**config.mk**
```make
export PLATFORM = sky130hd
export DESIGN_NAME = pc_fetch_unit_flat
export DESIGN_NICKNAME = d
export VERILOG_FILES = /design/src/rtl/pc_fetch_if.sv /design/src/rtl/pc_fetch_unit.sv /design/src/flat_wrapper.sv
export SDC_FILE = /design/constraint.sdc
export NUM_CORES = 1
export LEC_CHECK = 0
export CORE_MARGIN = 4
export CORE_UTILIZATION = 44
export CTS_BUF_LIST = sky130_fd_sc_hd__clkbuf_8
export CTS_CLUSTER_DIAMETER = 50
export DETAILED_ROUTE_END_ITERATION = 10
export PLACE_DENSITY_LB_ADDON = 0.05
export REMOVE_ABC_BUFFERS = 1
export SETUP_SLACK_MARGIN = 0.3
export SLEW_MARGIN = 15
export SYNTH_ARGS = -nofsm -noshare
export SYNTH_HDL_FRONTEND = slang
export SYNTH_SLANG_ARGS = --single-unit
```
**constraint.sdc**
```tcl
create_clock -name clk -period 3.7 [get_ports clk]
set_clock_uncertainty 0.2 [all_clocks]
set_input_delay 0.555 -clock clk [delete_from_list [all_inputs] [get_ports clk]]
set_output_delay 0.555 -clock clk [all_outputs]
set_load 0.1 [all_outputs]
```
**src/rtl/pc_fetch_if.sv**
```systemverilog
// Fetch-control bundle between the PC/fetch stage and its upstream control logic.
// The slave side is the fetch unit; the master side drives redirects, stalls and halt requests.
interface pc_fetch_if;
    logic        stall;
    logic [1:0]  pc_src;
    logic [31:0] branch_target;
    logic [31:0] jalr_target;
    logic        halt_req;
    logic [31:0] pc;
    logic [31:0] pc_plus4;
    logic        fetch_valid;
    logic        halted;
    logic        trap;
    logic [1:0]  trap_cause;
    logic [31:0] fetch_count;

    modport master (
        output stall, pc_src, branch_target, jalr_target, halt_req,
        input  pc, pc_plus4, fetch_valid, halted, trap, trap_cause, fetch_count
    );

    modport slave (
        input  stall, pc_src, branch_target, jalr_target, halt_req,
        output pc, pc_plus4, fetch_valid, halted, trap, trap_cause, fetch_count
    );
endinterface

```
**src/rtl/pc_fetch_unit.sv**
```systemverilog
// Program counter and fetch control: picks sequential/branch/JALR next PC, honours stalls,
// traps on misaligned or out-of-range targets and tracks boot/run/halt/trap state.
module pc_fetch_unit #(
    parameter logic [31:0] RESET_PC   = 32'h0000_0000,
    parameter int unsigned IMEM_DEPTH = 1024
) (
    input logic       clk,
    input logic       rst,
    pc_fetch_if.slave bus
);

    typedef enum logic [1:0] {StBoot, StRun, StHalt, StTrap} state_e;

    // 33 bits so a full 4 GiB memory depth does not overflow the limit
    localparam logic [32:0] PcLimit = 33'(IMEM_DEPTH) * 33'd4;

    state_e      state_q, state_d;
    logic [31:0] pc_q, pc_d;
    logic [31:0] count_q, count_d;
    logic [1:0]  cause_q, cause_d;
    logic [31:0] pc_plus4;
    logic [31:0] next_pc;

    assign pc_plus4 = pc_q + 32'd4;

    always_comb begin
        case (bus.pc_src)
            2'b01:   next_pc = bus.branch_target;
            2'b10:   next_pc = bus.jalr_target & ~32'd1;
            default: next_pc = pc_plus4;
        endcase
    end

    always_comb begin
        state_d = state_q;
        pc_d    = pc_q;
        count_d = count_q;
        cause_d = cause_q;
        case (state_q)
            StBoot: state_d = StRun;
            StRun: begin
                // Halt beats both stall and any redirect presented in the same cycle
                if (bus.halt_req) begin
                    state_d = StHalt;
                end else if (!bus.stall) begin
                    if (next_pc[1:0] != 2'b00) begin
                        state_d = StTrap;
                        cause_d = 2'b01;
                    end else if ({1'b0, next_pc} >= PcLimit) begin
                        state_d = StTrap;
                        cause_d = 2'b10;
                    end else begin
                        pc_d    = next_pc;
                        count_d = count_q + 32'd1;
                    end
                end
            end
            default: ;
        endcase
    end

    always_ff @(posedge clk) begin
        if (rst) begin
            state_q <= StBoot;
            pc_q    <= RESET_PC;
            count_q <= 32'd0;
            cause_q <= 2'b00;
        end else begin
            state_q <= state_d;
            pc_q    <= pc_d;
            count_q <= count_d;
            cause_q <= cause_d;
        end
    end

    // Status flags are masked while reset is asserted so nothing looks live mid-reset
    assign bus.pc          = pc_q;
    assign bus.pc_plus4    = pc_plus4;
    assign bus.fetch_valid = (state_q == StRun) && !bus.stall && !rst;
    assign bus.halted      = (state_q == StHalt) && !rst;
    assign bus.trap        = (state_q == StTrap) && !rst;
    assign bus.trap_cause  = rst ? 2'b00 : cause_q;
    assign bus.fetch_count = count_q;

endmodule
```
**src/flat_wrapper.sv**
```systemverilog
// flat-port wrapper written by rule: the top's interface ports become plain ports
module pc_fetch_unit_flat 
#(
    parameter logic [31:0] RESET_PC   = 32'h0000_0000,
    parameter int unsigned IMEM_DEPTH = 1024
)
  (clk, rst, bus_stall, bus_pc_src, bus_branch_target, bus_jalr_target, bus_halt_req, bus_pc, bus_pc_plus4, bus_fetch_valid, bus_halted, bus_trap, bus_trap_cause, bus_fetch_count);
  pc_fetch_if bus_i ();
  input logic clk;
  input logic rst;
  input wire logic [$bits(bus_i.stall)-1:0] bus_stall;
  input wire logic [$bits(bus_i.pc_src)-1:0] bus_pc_src;
  input wire logic [$bits(bus_i.branch_target)-1:0] bus_branch_target;
  input wire logic [$bits(bus_i.jalr_target)-1:0] bus_jalr_target;
  input wire logic [$bits(bus_i.halt_req)-1:0] bus_halt_req;
  output wire logic [$bits(bus_i.pc)-1:0] bus_pc;
  output wire logic [$bits(bus_i.pc_plus4)-1:0] bus_pc_plus4;
  output wire logic [$bits(bus_i.fetch_valid)-1:0] bus_fetch_valid;
  output wire logic [$bits(bus_i.halted)-1:0] bus_halted;
  output wire logic [$bits(bus_i.trap)-1:0] bus_trap;
  output wire logic [$bits(bus_i.trap_cause)-1:0] bus_trap_cause;
  output wire logic [$bits(bus_i.fetch_count)-1:0] bus_fetch_count;
  assign bus_i.stall = bus_stall;
  assign bus_i.pc_src = bus_pc_src;
  assign bus_i.branch_target = bus_branch_target;
  assign bus_i.jalr_target = bus_jalr_target;
  assign bus_i.halt_req = bus_halt_req;
  assign bus_pc = bus_i.pc;
  assign bus_pc_plus4 = bus_i.pc_plus4;
  assign bus_fetch_valid = bus_i.fetch_valid;
  assign bus_halted = bus_i.halted;
  assign bus_trap = bus_i.trap;
  assign bus_trap_cause = bus_i.trap_cause;
  assign bus_fetch_count = bus_i.fetch_count;
  pc_fetch_unit #(.RESET_PC(RESET_PC), .IMEM_DEPTH(IMEM_DEPTH)) u_core (.clk(clk), .rst(rst), .bus(bus_i));
endmodule
```
==> Flow_metrics.wiki, run 1 <==
{| class="wikitable"
! Metric !! Value
|-
| Source of the worst hold timing path || u_core.bus.fetch_count[21]$_SDFFE_PP0P_
|-
| Detailed-route vias per instance || 5.69
|-
| CTS sink count || 68
|-
| Fill cells || 629
|-
| Number of violations of the max-capacitance limit || 0
|-
| Detail Route Antenna Nets || 0
|-
| Syn_area_per_cell || 8.22 sq um
|-
| Async SR Flop Fraction || 0%
|-
| Core Footprint || 8680 sq um
|-
| Highest Clock Rate || 0.307 GHz
|-
| Final #Nets || 753
|-
| Worst setup SP type || flop
|-
| Final RePlAce weighted congestion || 0.859
|-
| Clock latency on the worst-skew pair || 0.36 ns
|-
| Worst hold path depth || 2
|-
| Routed wire length || 13600 microns
|-
| Sequential area share after synthesis || 34.9%
|-
| Worst endpoint required time || 3.80 ns
|-
| Length in cells of the worst reg-to-reg path || 11
|-
| IO Count || 171
|-
| Core Rows || 34
|-
| H-tree levels || 3
|-
| Status || finished, final reports clean
|-
| Via Count || 4508
|-
| Category of the most critical setup path || reg2reg
|-
| Cells after synthesis || 475
|-
| Final number of hold-violating endpoints || 0
|-
| Number of register bits inferred by synthesis || 68
|-
| Post-Syn Area || 3900 sq um
|-
| Yosys warns || 0
|-
| Peak supply drop || 200 uV
|-
| Final core utilization || 74.7%
|-
| Unrepaired setup endpoints after global routing || true
|-
| Root buf cell || clkbuf_8
|-
| Routed wire per std cell || 17.2 microns
|-
| Via count of the first global-routing pass || 4423
|-
| Final Setup Violations || 0
|-
| Headroom to the max-slew limit || 33.1%
|-
| Setup tns final || 0 ns
|-
| Cell leakage power || 2.60 nW
|-
| TritonCTS buffer count || 9
|-
| GRT overflow || 0
|-
| Effective utilization at floorplan || 45.0%
|-
| Worst-Margin Slew || 1.00 ns
|-
| Hold Crit Endpoint || u_core.bus.fetch_count[21]$_SDFFE_PP0P_
|-
| Die Area || 10400 sq um
|-
| Wire length of the first global-routing pass || 20900 microns
|-
| Power Total || 0.00176 W
|-
| Vertical extent of the die || 102 microns
|-
| Maximum fanout along the worst path || 6
|-
| Number of buffers inserted for hold repair after clock tree synthesis || 0
|-
| Power per unit of standard cell area || 272 nW/um^2
|-
| Clock transition at the registers of the reported paths || 0.08 ns
|-
| Placed wire-length estimate || 10300 microns
|-
| Number of distinct library cells after synthesis || 51
|-
| Growth of design area from synthesis to finish || 66.0%
|-
| Number of antenna violations at the first check in global routing || 0
|-
| Area post-placement || 5940 sq um
|-
| Number of synthesized flops with an enable pin || 0
|-
| Total DRC errors in the routed layout || 0
|-
| Share of post-route cells with drive strength above 1 || 23.0%
|-
| Pin count of the biggest net entering global routing || 35
|-
| Final-report max-slew violation count || 0
|-
| Top FF cell, synth || dfxtp_1
|-
| Number of port buffers || 169
|-
| Die X || 102 microns
|-
| R2r endpoint || u_core.bus.fetch_count[20]$_SDFFE_PP0P_
|-
| Setup crit end kind || flop
|-
| TritonCTS clock tree || done
|-
| N_diodes || 0
|-
| Post-route minimum period || 3.26 ns
|-
| First-pass DRT Iterations || 4
|-
| Reg-to-reg startpoint || u_core.bus.pc[3]$_SDFFE_PP0P_
|-
| Starting DRC count in detailed routing || 126
|-
| Setup slack of the worst register-to-register path || 0.44 ns
|-
| Combined global-route utilization of all metal layers || 25.0%
|-
| Class of the tightest hold or removal check || reg2reg
|-
| Arrival @ worst endpoint || 3.35 ns
|-
| Final Hold Slack || 0.296 ns
|-
| Final worst-path cycle share || 88.0%
|-
| Maximum root-to-sink buffer count || 2
|-
| Post-route cell area || 6480 sq um
|}
-- Yosys cell counts (3+ instances only) --
library cell  instances  area (sq um)
xor2_1               16           140
o211ai_1              8          60.1
nor3_1               14          70.1
buf_2                 6          30.0
a211o_1               3          26.3
ha_1                  4          50.1
xnor2_1              22           193
nor4_1               11          68.8
inv_1                19          71.3
a21oi_1              36           180
and2_1                6          37.5
dfxtp_1              68          1360
nand4_2               3          37.5
or4_1                 6          45.0
buf_4                 4          30.0
nand3_1              21           105
clkbuf_1             18          67.6
nor2b_1               5          31.3
mux2_2                3          33.8
a221o_1               9          90.1
nor2_1               26          97.6
o31ai_1               6          45.0
o41ai_1               4          35.0
or3_1                17           106
a31oi_1               4          25.0
and3_1               28           175
nand2_1              31           116
o21ai_0              22           110
nand4_1              25           156
-- per-stage QoR --
| step | instances | setup WS, ns |
|---|---|---|
| 6_report | 792 | 0.442 |
| 5_1_grt | 792 | 0.289 |
| 4_1_cts | 789 | 0.316 |
| 3_5_place_dp | 768 | -0.510 |
| 3_3_place_gp | 768 | -0.428 |
| 2_1_floorplan | 443 | -1.84 |
-- worst max-delay path, stage by stage (launching register included) --
cell     delay [ns]
dfxtp_1        0.42
ha_2           0.26
nand3_4        0.13
nor4_4         0.30
xor2_1         0.15
a211o_1        0.27
o31ai_2        0.31
and3_4         0.27
nand4_4        0.18
buf_12         0.20
or4_1          0.40
a21oi_1        0.13
-- state kept, by name, summed over array words and instances (netlist names) --
signal                  cells
u_core.bus.fetch_count     32
u_core.bus.pc              32
u_core.cause_q              2
u_core.state_q              2
-- cell families after synthesis --
logic type / synth area share (%)
simple gates: 30.9
flops: 34.9
mux: 1.12
buf+inv: 5.90
fa+ha+maj: 1.28
compound gates: 17.3
xor+xnor: 8.53
-- power breakdown --
part	total (W)	internal (W)	switching, W	leakage, nW
combinational	0.000247	0.000121	0.000126	1.92
sequential	0.000740	0.000735	0.00000524	0.554
clock	0.000775	0.000481	0.000294	0.131
-- metal layers --
metal	GRT usage (%)	up-vias	wire [microns]
met2	45.2	166	6960
met5	0	-	0
met1	29.4	2157	5510
met3	4.37	25	877
met4	9.49	0	266
li1	-	2160	-
-- cell usage in the layout (no fill, tap or decap), types with 13 or more instances in the layout --
cell and n:
a21oi_1 36, nor2_1 26, nand4_1 25, clkdlybuf4s50_1 126
or3_1 16, o21ai_0 21, nand3_1 19, nand2_1 31
xor2_1 16, and3_1 27, inv_1 19, dfxtp_1 58
xnor2_1 22, nor3_1 13, buf_4 83
-- cell type report --
class | count | area, sq um | area share, %
sequential | 68 | 1380 | 21.3
timing repair buffer | 225 | 2160 | 33.4
clock inverter | 5 | 98.8 | 1.53
clock buffer | 11 | 151 | 2.34
tap | 108 | 135 | 2.09
inverter | 19 | 71.3 | 1.10
multi-input combinational | 356 | 2480 | 38.3
-- how the worst max path moves through the flow --
| stage | startpoint | end | cells past startpoint |
|---|---|---|---|
| after global placement | bus_pc_src[0] | u_core.bus.fetch_count[5]$_SDFFE_PP0P_ | 15 |
| after floorplan | u_core.bus.pc[2]$_SDFFE_PP0P_ | u_core.bus.fetch_count[24]$_SDFFE_PP0P_ | 10 |
| after CTS | u_core.bus.pc[2]$_SDFFE_PP0P_ | u_core.bus.fetch_count[20]$_SDFFE_PP0P_ | 12 |
| after global routing | u_core.bus.fetch_count[3]$_SDFFE_PP0P_ | u_core.bus.fetch_count[30]$_SDFFE_PP0P_ | 9 |
| after detailed placement | bus_pc_src[0] | u_core.bus.fetch_count[9]$_SDFFE_PP0P_ | 15 |
| final | u_core.bus.pc[3]$_SDFFE_PP0P_ | u_core.bus.fetch_count[20]$_SDFFE_PP0P_ | 11 |
-- what timing repair did --
action	4_1_cts	5_1_grt
cloned	1	0
setup buffers	4	3
endpoints found under the setup margin	64	26
gates resized for setup	16	29
pin swaps	10	12
(Power assumes the default switching activity.)
==> inputs of run 2 (changes only) <==
Settings changed: CORE_UTILIZATION 44 to 35, SLEW_MARGIN 15 to unset.
==> run 2 against run 1 <==
Net effect: worst setup slack got worse by 0.041 ns; sequential power hardly changed; largest cell class unchanged; non-clock buffer count increased by 6; worst hold slack improved by 0.013 ns; critical path type unchanged.
==> Flow_metrics.wiki, run 2 (synthesis gave the netlist of run 1 again) <==
{| class="wikitable"
! Metric !! Value
|-
| Status || finished, final reports clean
|-
| Final worst-path cycle share || 89.2% (+1.1 points)
|-
| Final Hold Slack || 0.309 ns (+0.0126 ns)
|-
| Detail Route Antenna Nets || 0 (unchanged)
|-
| N_diodes || 0 (unchanged)
|-
| Final Setup Violations || 0 (unchanged)
|-
| Core Rows || 38 (+12%)
|-
| Detailed-route vias per instance || 5.33 (-6.4%)
|-
| Highest Clock Rate || 0.303 GHz (-1.3%)
|-
| Via count of the first global-routing pass || 4387 (-0.81%)
|-
| Share of post-route cells with drive strength above 1 || 23.3% (+0.38 points)
|-
| Arrival @ worst endpoint || 3.38 ns (+0.03 ns)
|-
| First-pass DRT Iterations || 4 (unchanged)
|-
| Wire length of the first global-routing pass || 21900 microns (+4.8%)
|-
| Final number of hold-violating endpoints || 0 (unchanged)
|-
| Crit-path max cell delay || 0.42 ns (about the same)
|-
| Growth of design area from synthesis to finish || 64.6%
|-
| Headroom to the max-slew limit || 33.6% (+0.44 points)
|-
| TritonCTS clock tree || done
|-
| Worst setup SP type || flop
|-
| Pin count of the biggest net entering global routing || 30 (-14%)
|-
| Post-route minimum period || 3.30 ns (+0.0413 ns)
|-
| Via Count || 4424 (-1.9%)
|-
| Worst endpoint required time || 3.78 ns (-0.02 ns)
|-
| Final #Nets || 759 (+0.80%)
|-
| Final core utilization || 59.0% (-16 points)
|-
| Worst-Margin Slew || 0.993 ns (-0.00658 ns)
|-
| Commonest cells after routing, fill and taps aside || clkdlybuf4s50_1 (124), buf_4 (93), dfxtp_1 (61)
|-
| Unrepaired setup endpoints after global routing || false
|-
| Cell leakage power || 2.53 nW (-2.6%)
|-
| Core Footprint || 10900 sq um (+25%)
|-
| Category of the most critical setup path || reg2reg
|-
| Clock transition at the registers of the reported paths || 0.08 ns (about the same)
|-
| Number of port buffers || 169 (unchanged)
|-
| Clock latency on the worst-skew pair || 0.35 ns (about the same)
|-
| Setup crit end kind || flop
|-
| Starting DRC count in detailed routing || 205 (+63%)
|-
| Power Total || 0.00155 W (-12%)
|-
| Die X || 114 microns (+11%)
|-
| Final RePlAce weighted congestion || 0.882 (+2.7%)
|-
| Sequence of cells on the critical path || nand4_2, nor4_4, buf_4, nand3_2, or3_1, a32oi_2, and3_4, buf_4, buf_4, nand4_1, or3_1, a21oi_2
|-
| Most common library cell in the layout ignoring fill and taps || clkdlybuf4s50_1
|-
| Peak supply drop || 169 uV (-15%)
|-
| H-tree levels || 3 (unchanged)
|-
| Cell family with the largest share of critical-path delay || simple AND/OR/NAND/NOR gates
|-
| Total area of multi-input combinational cells || 2460 sq um (-0.96%)
|-
| Fill cells || 1013 (+61%)
|-
| Number of antenna violations at the first check in global routing || 0 (unchanged)
|-
| Routed wire per std cell || 16.6 microns (-3.3%)
|-
| Die Area || 12900 sq um (+24%)
|-
| Area post-placement || 5970 sq um (+0.59%)
|-
| Most Frequent Cell on Critical Path || buf_4
|-
| Seq. cell area || 1370 sq um (-0.64%)
|-
| CTS sink count || 68 (unchanged)
|-
| Power per unit of standard cell area || 241 nW/um^2 (-11%)
|-
| WP buf/inv || 3 (+2)
|-
| IO Count || 171 (unchanged)
|-
| GRT overflow || 0 (unchanged)
|-
| Total DRC errors in the routed layout || 0 (unchanged)
|-
| Combined global-route utilization of all metal layers || 20.9% (-4.1 points)
|-
| Root buf cell || clkbuf_8
|-
| Placed wire-length estimate || 10500 microns (+1.6%)
|-
| Crit-path slowest cell || dfxtp_1
|-
| Effective utilization at floorplan || 35.8% (-9.1 points)
|-
| Number of violations of the max-capacitance limit || 0 (unchanged)
|-
| TritonCTS buffer count || 9 (unchanged)
|-
| Maximum root-to-sink buffer count || 2 (unchanged)
|-
| Post-route cell area || 6420 sq um (-0.85%)
|-
| Vertical extent of the die || 114 microns (+11%)
|-
| Maximum fanout along the worst path || 5 (-1)
|-
| Setup tns final || 0 ns (unchanged)
|-
| Routed wire length || 13800 microns (+1.4%)
|-
| Final-report max-slew violation count || 0 (unchanged)
|-
| Class of the tightest hold or removal check || reg2reg
|}
-- run 2: cell types whose count changed in the layout (fill, tap and decap cells not counted), sizes merged --
| cell | previous run | this run |
|---|---|---|
| dlygate4sd2 | 2 | 0 |
| buf | 96 | 105 |
| clkinvlp | 0 | 1 |
| clkinv | 1 | 4 |
| bufinv | 3 | 0 |
| dlymetal6s2s | 0 | 2 |
| clkdlybuf4s50 | 126 | 124 |
| clkbuf | 11 | 10 |
| bufbuf | 1 | 0 |
-- run 2: per-layer routing --
layer | GRT usage [%] | up-vias | wire [microns]
met2 | 35.8 | 167 | 6800
met4 | 7.85 | 0 | 272
met5 | 0 | - | 0
met3 | 4.03 | 15 | 897
met1 | 26.0 | 2071 | 5820
li1 | - | 2171 | -
-- run 2: worst reg2reg max path: cells and delay by family, from the launching register on --
kind / cells / cell delay (ns)
AOI/OAI and AO/OA: 2 / 0.36
and+or+nand+nor: 7 / 1.84
DFF: 1 / 0.42
buffers and inverters: 3 / 0.44
-- run 2: worst paths after layout --
| check | cells past startpoint | slack, ns | end | startpoint |
|---|---|---|---|---|
| setup / recovery | 12 | 0.40 | u_core.bus.fetch_count[31]$_SDFFE_PP0P_ | u_core.bus.pc[11]$_SDFFE_PP0P_ |
| hold / removal | 2 | 0.31 | u_core.bus.fetch_count[21]$_SDFFE_PP0P_ | u_core.bus.fetch_count[21]$_SDFFE_PP0P_ |
| setup reg to reg | 12 | 0.40 | u_core.bus.fetch_count[31]$_SDFFE_PP0P_ | u_core.bus.pc[11]$_SDFFE_PP0P_ |
| hold reg to reg | 2 | 0.31 | u_core.bus.fetch_count[21]$_SDFFE_PP0P_ | u_core.bus.fetch_count[21]$_SDFFE_PP0P_ |
-- run 2: report_power, final --
part | internal, W | switching (W)
logic | 0.000125 | 0.000129
registers | 0.000736 | 0.00000476
clock network | 0.000254 | 0.000296
total | 0.00112 | 0.000430
-- run 2: what timing repair did --
item,in CTS,in global routing
buffers inserted,5,9
gates cloned,0,0
hold buffers,0,0
setup endpoints to repair,68,63
pin swaps,5,15
resized for setup,14,27
-- run 2: stage by stage --
stage               std cells  setup slack [ns]
floorplan                 443             -1.84
CTS                       821             0.285
detailed placement        800            -0.477
global route              830             0.231
global placement          800            -0.337
finish                    830             0.401
-- run 2: final cells by class --
type	count	area share, %
Inverter	19	1.11
Sequential cell	68	21.3
Timing Repair Buffer	231	34.0
Clock inverter	6	0.487
Multi-Input combinational cell	356	38.3
Tap cell	140	2.73
Clock buffer	10	2.14
==> inputs of run 3 (changes only) <==
Settings changed: CORE_ASPECT_RATIO set to 0.5, CTS_BUF_LIST sky130_fd_sc_hd__clkbuf_8 to sky130_fd_sc_hd__clkbuf_2, SLEW_MARGIN set to 20.
==> run 3 against run 2 <==
Net effect: sequential share of layout area decreased by 0.25 points; register-to-register slack got worse by 0.07 ns; non-clock buffer count increased by 4; largest power group unchanged.
==> Flow_metrics.wiki, run 3 (synthesis gave the netlist of run 1 again) <==
{| class="wikitable"
! Metric !! Value
|-
| Final-report max-slew violation count || 0 (unchanged)
|-
| Final number of hold-violating endpoints || 0 (unchanged)
|-
| Maximum fanout along the worst path || 8 (+3)
|-
| Most common library cell in the layout ignoring fill and taps || clkdlybuf4s50_1
|-
| Wire length of the first global-routing pass || 21400 microns (-2.4%)
|-
| Detailed-route vias per instance || 5.42 (+1.6%)
|-
| Placed wire-length estimate || 10300 microns (-1.5%)
|-
| Core Footprint || 10500 sq um (-3.2%)
|-
| Peak supply drop || 143 uV (-15%)
|-
| Cell leakage power || 2.58 nW (+1.7%)
|-
| GRT overflow || 0 (unchanged)
|-
| Arrival @ worst endpoint || 3.67 ns (+0.29 ns)
|-
| Via count of the first global-routing pass || 4177 (-4.8%)
|-
| Worst hold path depth || 2 (unchanged)
|-
| First-pass DRT Iterations || 5 (+1)
|-
| Unrepaired setup endpoints after global routing || true
|-
| Met1 demand-to-capacity share in global routing || 27.4% (+1.4 points)
|-
| Maximum root-to-sink buffer count || 2 (unchanged)
|-
| N_diodes || 0 (unchanged)
|-
| Via Count || 4528 (+2.4%)
|-
| Status || finished, final reports clean
|-
| Setup slack of the worst register-to-register path || 0.34 ns (-0.07 ns)
|-
| Final worst-path cycle share || 90.9% (+1.8 points)
|-
| Routed wire per std cell || 17.1 microns (+3.0%)
|-
| Number of antenna violations at the first check in global routing || 0 (unchanged)
|-
| Vertical extent of the die || 82.7 microns (-27%)
|-
| Post-route minimum period || 3.36 ns (+0.0661 ns)
|-
| Worst endpoint required time || 4.01 ns (+0.23 ns)
|-
| GR met3 Demand/Resource || 6.09% (+2.1 points)
|-
| Final Setup Violations || 0 (unchanged)
|-
| Number of buffers inserted for hold repair after clock tree synthesis || 0 (unchanged)
|-
| Fill cells || 924 (-8.8%)
|-
| Class of the tightest hold or removal check || in2reg
|-
| Starting DRC count in detailed routing || 201 (-2.0%)
|-
| Length in cells of the worst reg-to-reg path || 13 (+1)
|-
| Number of violations of the max-capacitance limit || 0 (unchanged)
|-
| Source of the worst hold timing path || rst
|-
| Setup crit end kind || flop
|-
| Effective utilization at floorplan || 37.0% (+1.2 points)
|-
| Detail Route Antenna Nets || 0 (unchanged)
|-
| Headroom to the max-slew limit || 32.8% (-0.76 points)
|-
| Number of port buffers || 169 (unchanged)
|-
| Setup tns final || 0 ns (unchanged)
|-
| Total DRC errors in the routed layout || 0 (unchanged)
|-
| Die X || 157 microns (+39%)
|-
| Share of post-route cells with drive strength above 1 || 25.9% (+2.5 points)
|-
| TritonCTS buffer count || 9 (unchanged)
|-
| Sequence of cells on the critical path || nand4_1, buf_6, nor4_4, buf_4, nand2_2, xnor2_2, o31ai_2, buf_4, and3_1, buf_6, nand4_4, or4_4, a21oi_2
|-
| Crit-path slowest cell || or4_4
|-
| Layer with the highest usage || met2
|-
| Worst setup SP type || flop
|-
| Hold Crit Endpoint || u_core.bus.fetch_count[25]$_SDFFE_PP0P_
|-
| IO Count || 171 (unchanged)
|-
| Clock transition at the registers of the reported paths || 0.22 ns (+0.14 ns)
|-
| R2r endpoint || u_core.bus.fetch_count[16]$_SDFFE_PP0P_
|-
| Highest Clock Rate || 0.297 GHz (-2.0%)
|-
| Worst-Margin Slew || 1.00 ns (+0.0114 ns)
|-
| Final #Nets || 765 (+0.79%)
|-
| Routed wire length || 14300 microns (+3.8%)
|-
| Final RePlAce weighted congestion || 0.817 (-7.4%)
|-
| H-tree levels || 3 (unchanged)
|-
| Global-route track usage on met2 || 33.7% (-2.1 points)
|-
| Category of the most critical setup path || reg2reg
|-
| Growth of design area from synthesis to finish || 68.7%
|-
| Reg-to-reg startpoint || u_core.bus.pc[6]$_SDFFE_PP0P_
|-
| Die Area || 13000 sq um (+0.79%)
|-
| Clock latency on the worst-skew pair || 0.56 ns (+0.21 ns)
|-
| Commonest cells after routing, fill and taps aside || clkdlybuf4s50_1 (128), buf_4 (86), dfxtp_1 (53)
|-
| TritonCTS clock tree || done
|-
| Power Total || 0.00152 W (-1.5%)
|-
| CTS sink count || 68 (unchanged)
|-
| Combined global-route utilization of all metal layers || 20.9% (about the same)
|-
| Core Rows || 26 (-32%)
|-
| Root buf cell || clkbuf_2
|-
| Pin count of the biggest net entering global routing || 28 (-6.7%)
|-
| Crit-path max cell delay || 0.59 ns (+0.17 ns)
|-
| Power per unit of standard cell area || 231 nW/um^2 (-3.9%)
|}
[run 3: worst max-delay path by stage]
| stage | from | to | slack, ns | cells after the start |
|---|---|---|---|---|
| after global placement | bus_pc_src[0] | u_core.bus.fetch_count[20]$_SDFFE_PP0P_ | -0.22 | 13 |
| after floorplan | u_core.bus.pc[2]$_SDFFE_PP0P_ | u_core.bus.fetch_count[24]$_SDFFE_PP0P_ | -1.84 | 10 |
| after CTS | u_core.bus.pc[3]$_SDFFE_PP0P_ | u_core.bus.fetch_count[22]$_SDFFE_PP0P_ | 0.27 | 14 |
| after detailed placement | bus_pc_src[0] | u_core.bus.fetch_count[20]$_SDFFE_PP0P_ | -0.26 | 13 |
| after global routing | u_core.bus.pc[6]$_SDFFE_PP0P_ | u_core.bus.fetch_count[16]$_SDFFE_PP0P_ | 0.22 | 11 |
| final | u_core.bus.pc[6]$_SDFFE_PP0P_ | u_core.bus.fetch_count[16]$_SDFFE_PP0P_ | 0.34 | 13 |
[run 3: power breakdown]
group | leakage, nW | total [W] | internal (W) | switching (W)
clock | 0.0825 | 0.000535 | 0.000227 | 0.000308
combinational | 1.94 | 0.000245 | 0.000121 | 0.000124
sequential | 0.557 | 0.000743 | 0.000737 | 0.00000570
total | 2.58 | 0.00152 | 0.00109 | 0.000438
[run 3: through the flow]
stage / hold slack, ns / instance area, sq um / setup WS (ns) / std cells / utilization [%]
floorplan: 0.289 / 3740 / -1.84 / 443 / -
global placement: 0.272 / 6000 / -0.217 / 800 / 57.0
detailed placement: 0.288 / 6000 / -0.256 / 800 / 57.0
CTS: 0.215 / 6240 / 0.270 / 819 / 59.2
global route: 0.229 / 6580 / 0.221 / 836 / 62.5
finish: 0.263 / 6580 / 0.335 / 836 / 62.5
[run 3: critical path: cells and delay by family, from the launching register on]
kind                      cells  cell delay, ns
and+or+nand+nor               6            1.39
AOI/OAI and AO/OA             2            0.45
DFF                           1            0.45
xor gates and xnor gates      1            0.15
buffers and inverters         4            0.68
[run 3: layout make-up]
cell class                      instances  area, sq um  share of cell area, %
Multi-Input combinational cell        358         2530                   38.5
Tap cell                              140          175                   2.66
Clock buffer                            9         45.0                  0.684
Sequential cell                        68         1390                   21.1
Timing Repair Buffer                  235         2270                   34.5
Clock inverter                          7         98.8                   1.50
Inverter                               19         71.3                   1.08
[run 3: routing by layer]
layer / vias to the layer above / wire length, microns
li1: 2201 / -
met1: 2147 / 6340
met2: 154 / 6710
met3: 26 / 981
met4: 0 / 288
met5: - / 0
[run 3: repair_timing]
item,in CTS,in global routing
cloned,1,1
setup endpoints to repair,65,70
buffers inserted,2,16
pin swaps,2,17
gates resized for setup,10,48
